===== config.mk =====
export PLATFORM = sky130hd
export DESIGN_NAME = cond_unit
export DESIGN_NICKNAME = d
export VERILOG_FILES = /design/src/rtl/cond_unit.sv
export SDC_FILE = /design/constraint.sdc
export NUM_CORES = 1
export LEC_CHECK = 0
export CORE_MARGIN = 5
export CORE_UTILIZATION = 44
export CTS_CLUSTER_DIAMETER = 40
export DETAILED_ROUTE_END_ITERATION = 8
export GPL_TIMING_DRIVEN = 1
export PLACE_DENSITY = 0.8
export SKIP_CTS_REPAIR_TIMING = 1
export SLEW_MARGIN = 40
export SYNTH_ARGS = -nofsm -noshare
export SYNTH_HDL_FRONTEND = slang
export SYNTH_SLANG_ARGS = --single-unit

===== constraint.sdc =====
create_clock -name clk -period 3.1 [get_ports clk]
set_clock_uncertainty 0.2 [all_clocks]
set_input_delay 0.465 -clock clk [delete_from_list [all_inputs] [get_ports clk]]
set_output_delay 0.465 -clock clk [all_outputs]
set_load 0.03 [all_outputs]

===== src/rtl/cond_unit.sv =====
// cond_unit: NZCV flag register, condition-code evaluation, control gating and
// executed/squashed instruction counters for the single-cycle ARM core.
module cond_unit #(
    parameter int CNT_W = 16
) (
    input  logic             clk,
    input  logic             reset_n,
    input  logic             en,
    input  logic [3:0]       cond,
    input  logic [3:0]       alu_flags,
    input  logic [1:0]       flag_w,
    input  logic             pcs,
    input  logic             reg_w,
    input  logic             mem_w,
    output logic             pc_src,
    output logic             reg_write,
    output logic             mem_write,
    output logic             cond_ex,
    output logic [3:0]       flags,
    output logic [CNT_W-1:0] exec_cnt,
    output logic [CNT_W-1:0] squash_cnt
);
    logic [3:0]       flags_q, flags_d;
    logic [CNT_W-1:0] exec_q, exec_d, squash_q, squash_d;
    logic             n, z, c, v, base, go, upd;

    assign {n, z, c, v} = flags_q;

    // Odd codes are the complement of the even code below them; 1111 never passes.
    always_comb begin
        base = cond[3:1] == 3'd0 ? z :
               cond[3:1] == 3'd1 ? c :
               cond[3:1] == 3'd2 ? n :
               cond[3:1] == 3'd3 ? v :
               cond[3:1] == 3'd4 ? c & ~z :
               cond[3:1] == 3'd5 ? n == v :
               cond[3:1] == 3'd6 ? ~z & (n == v) : 1'b1;
        cond_ex = cond == 4'hF ? 1'b0 : base ^ cond[0];
    end

    assign go  = cond_ex & en & reset_n;
    assign upd = en & cond_ex;

    always_comb begin
        flags_d[3:2] = upd & flag_w[1] ? alu_flags[3:2] : flags_q[3:2];
        flags_d[1:0] = upd & flag_w[0] ? alu_flags[1:0] : flags_q[1:0];
        exec_d       = upd ? exec_q + 1'b1 : exec_q;
        squash_d     = en & ~cond_ex ? squash_q + 1'b1 : squash_q;
    end

    always_ff @(posedge clk) begin
        if (!reset_n) begin
            flags_q  <= '0;
            exec_q   <= '0;
            squash_q <= '0;
        end else begin
            flags_q  <= flags_d;
            exec_q   <= exec_d;
            squash_q <= squash_d;
        end
    end

    assign pc_src     = pcs & go;
    assign reg_write  = reg_w & go;
    assign mem_write  = mem_w & go;
    assign flags      = flags_q;
    assign exec_cnt   = exec_q;
    assign squash_cnt = squash_q;
endmodule

==> results.py <==
metrics = {
    "routing": {
        "via_count": 1876,
        "antenna_violating_nets_post_route": 0,
        "remaining_drc_errors": 0,
        "routed_wire_length_per_instance_microns": 14.7,
        "post_drt_via_cell_ratio": 5.68,
        "wl_mm": 4.84,
        "dr.pass1.iters": 4,
        "drt_iter0_drc": 167,
    },
    "synth": {
        "syn_avg_cell_area_sq_um": 8.69,
        "seq_area_frac_synth_pct": 38.6,
        "postSynthCellCount": 215,
        "synthArstFlopShare_pct": 0,
        "synthesis.yosys.warnings": 0,
        "synth.net_count": 233,
        "synth.lib_cells_used.distinct": 43,
        "synth.ff_latch_count": 36,
        "synth_edf_count": 0,
        "most_instantiated_flip_flop_cell_in_the_synthesis_netlist": "dfxtp_1",
        "synthesis.area_sq_um": 1870,
    },
    "sta": {
        "setup-violations-final": 0,
        "timing.max_slew.rel_slack_pct": 71.8,
        "achievable-frequency_mhz": 328,
        "worst-slew-pin-transition_ns": 0.421,
        "post-route-min-period_ns": 3.05,
        "timing.final.crit_share_pct": 98.3,
        "count_of_final_hold_check_violations": 0,
        "finalMaxSlewViolations": 0,
        "finalHoldWorstSlack_ns": 0.297,
    },
    "worst_setup_path": {
        "critical-path-slowest-cell": "clkdlybuf4s50_1",
        "critPathBufInv": 3,
        "type_of_element_launching_the_critical_path": "primary input",
        "timing.critical_path.slowest_cell_delay_ns": 0.48,
        "setup_cp_type": "in2out",
        "crit_chain": "clkdlybuf4s50_1 > a211o_1 > a211oi_2 > a31o_1 > nor2_8 > inv_2 > and2_4 > and3_1 > buf_4",
        "worst-endpoint-required_ns": 2.43,
        "path_max_fanout": 5,
        "kind_of_capture_point_of_the_worst_setup_path": "output port",
        "crit_path_leading_delay_family": "compound AO/OA/AOI/OAI gates",
        "timing.critical_path.arrival_ns": 2.38,
    },
    "cts": {
        "htreeDepth": 2,
        "worstSkewPairLatency_ns": 0.29,
        "clock_sinks": 36,
        "root_buffer": "clkbuf_8",
        "clock_path_buffers": 2,
        "cts.clk_slew.worst_paths_ns": 0.08,
        "cts-buffers-inserted": 5,
        "cts_tree": "done",
    },
    "placed_design": {
        "detailedPlacementHpwl_mm": 3.43,
        "gp_routability_congestion": 0.843,
        "io_buffers": 55,
        "placed_cell_area_sq_um": 2500,
    },
    "grt": {
        "grt_first_pass_wirelength_mm": 8.05,
        "grt_start_max_net_pins": 24,
        "globalRouteOverflowTotal": 0,
        "first_global_vias": 1764,
        "number_of_antenna_violations_at_the_first_check_in_global_routing": 0,
        "all_layer_global_routing_usage_pct": 18.2,
    },
    "final_layout": {
        "syn_to_final_growth_pct": 40.8,
        "post_route_cells_drive_above_1_share_pct": 11.4,
        "num_antenna_cells": 0,
        "post-route-util_pct": 64.8,
        "final_net_count": 297,
        "final_cell_area_sq_um": 2630,
    },
    "power": {
        "cellLeakagePower_nw": 0.951,
        "post-layout-total-power_mw": 1.05,
        "power.density_nw_per_um2": 398,
        "vdd_ir_drop_max_uv": 272,
    },
    "floorplan": {
        "die-height_microns": 75.2,
        "start_util_pct": 46.0,
        "dieWidth_microns": 75.2,
        "die_area_sq_um": 5650,
        "core.rowCount": 23,
        "boundaryPins": 56,
        "floorplan.core_area_sq_um": 4060,
    },
    "run_status": {
        "status": "complete, no violations",
    },
    "hold_path": {
        "hp-class": "reg2reg",
    },
    "job": {
        "cap_viol_max_count": 0,
    },
}
[routing by layer]
layer | wire length [microns] | GRT usage, %
met3 | 330 | 5.74
met4 | 68 | 5.83
met2 | 2310 | 29.4
met5 | 0 | 0
met1 | 2130 | 23.1
[flip-flops by register name, indices dropped and copies added (netlist names)]
name / count
exec_cnt: 16
squash_cnt: 16
flags: 4
[where the power goes]
| group | leakage, nW | internal [mW] | total (mW) | switching, mW |
|---|---|---|---|---|
| Clock | 0.0541 | 0.238 | 0.413 | 0.175 |
| Sequential | 0.291 | 0.469 | 0.478 | 0.00864 |
| Combinational | 0.607 | 0.0691 | 0.155 | 0.0859 |
[cell usage in the layout, fill, tap and decap left out, types with 3 or more instances in the layout]
cell / Yosys / routed
nand3_1: 8 / 8
inv_1: 6 / 6
and4_1: 6 / 6
a21oi_1: 14 / 14
buf_4: 0 / 16
dfxtp_1: 36 / 36
o31ai_1: 7 / 7
nor2_1: 12 / 12
and3_1: 9 / 9
nor3_1: 3 / 3
and2_1: 6 / 5
nand4_1: 6 / 6
xnor2_1: 9 / 9
o21ai_0: 11 / 11
or3_1: 4 / 4
o2111ai_1: 3 / 3
o211ai_1: 5 / 5
nand2_1: 17 / 17
or4_1: 8 / 8
xor2_1: 5 / 5
clkdlybuf4s50_1: 0 / 50
clkbuf_8: 0 / 5
o21a_1: 3 / 3
[metrics by stage]
step                      setup TNS [ns]  setup slack, ns  instances
after global routing             -0.0741          -0.0261        330
after CTS                         -0.119          -0.0433        329
after detailed placement          -0.123          -0.0418        321
after floorplan                        0            0.278        215
after global placement                 0           0.0173        321
final                                  0           0.0522        330
[Yosys cell counts, types with 2 or more instances]
library cell | n | area [sq um]
clkbuf_1 | 8 | 30.0
nand2b_1 | 2 | 12.5
nand3_1 | 8 | 40.0
nand2_1 | 17 | 63.8
or4_1 | 8 | 60.1
o21a_1 | 3 | 22.5
o21ai_0 | 11 | 55.1
o31ai_1 | 7 | 52.6
or3_1 | 4 | 25.0
and2_1 | 6 | 37.5
and3_1 | 9 | 56.3
a31oi_1 | 2 | 12.5
nor3_1 | 3 | 15.0
inv_1 | 6 | 22.5
o211ai_1 | 5 | 37.5
xor2_1 | 5 | 43.8
and4_1 | 6 | 52.6
dfxtp_1 | 36 | 721
a211o_1 | 2 | 17.5
a31o_1 | 2 | 17.5
nand4_1 | 6 | 37.5
xnor2_1 | 9 | 78.8
nor2_1 | 12 | 45.0
o2111ai_1 | 3 | 26.3
nor4_1 | 2 | 12.5
ha_1 | 2 | 25.0
buf_6 | 2 | 22.5
a21oi_1 | 14 | 70.1
[worst min-delay path: stages, from the launching register on]
cell and delay, ns:
dfxtp_1 0.33, o31ai_1 0.07, a21oi_1 0.06
[logic make-up (layout without fill, tap and decap cells)]
family | count (synthesis) | count (layout) | synth area share (%)
compound gates | 58 | 58 | 21.4
xor+xnor | 14 | 14 | 6.56
flops | 36 | 36 | 38.6
buf+inv | 17 | 82 | 4.22
simple gates | 87 | 87 | 27.3
fa+ha+maj | 2 | 2 | 1.34
mux | 1 | 1 | 0.536
[worst paths after layout]
check / startpoint / end / slack (ns) / cells past startpoint
setup / recovery: cond[2] / pc_src / 0.05 / 9
hold / removal: exec_cnt[15] / exec_cnt[15] / 0.30 / 2
setup reg to reg: flags[1] / exec_cnt[15] / 0.56 / 8
hold reg to reg: exec_cnt[15] / exec_cnt[15] / 0.30 / 2
[cell type report]
cell class / count / area, sq um
sequential: 36 / 721
tap: 50 / 62.6
multi-input combinational: 162 / 1080
inverter: 7 / 26.3
fill: 345 / 1430
timing repair buffer: 67 / 633
clock buffer: 5 / 68.8
clock inverter: 3 / 42.5
No activity file was read; power rests on OpenSTA's default activity.
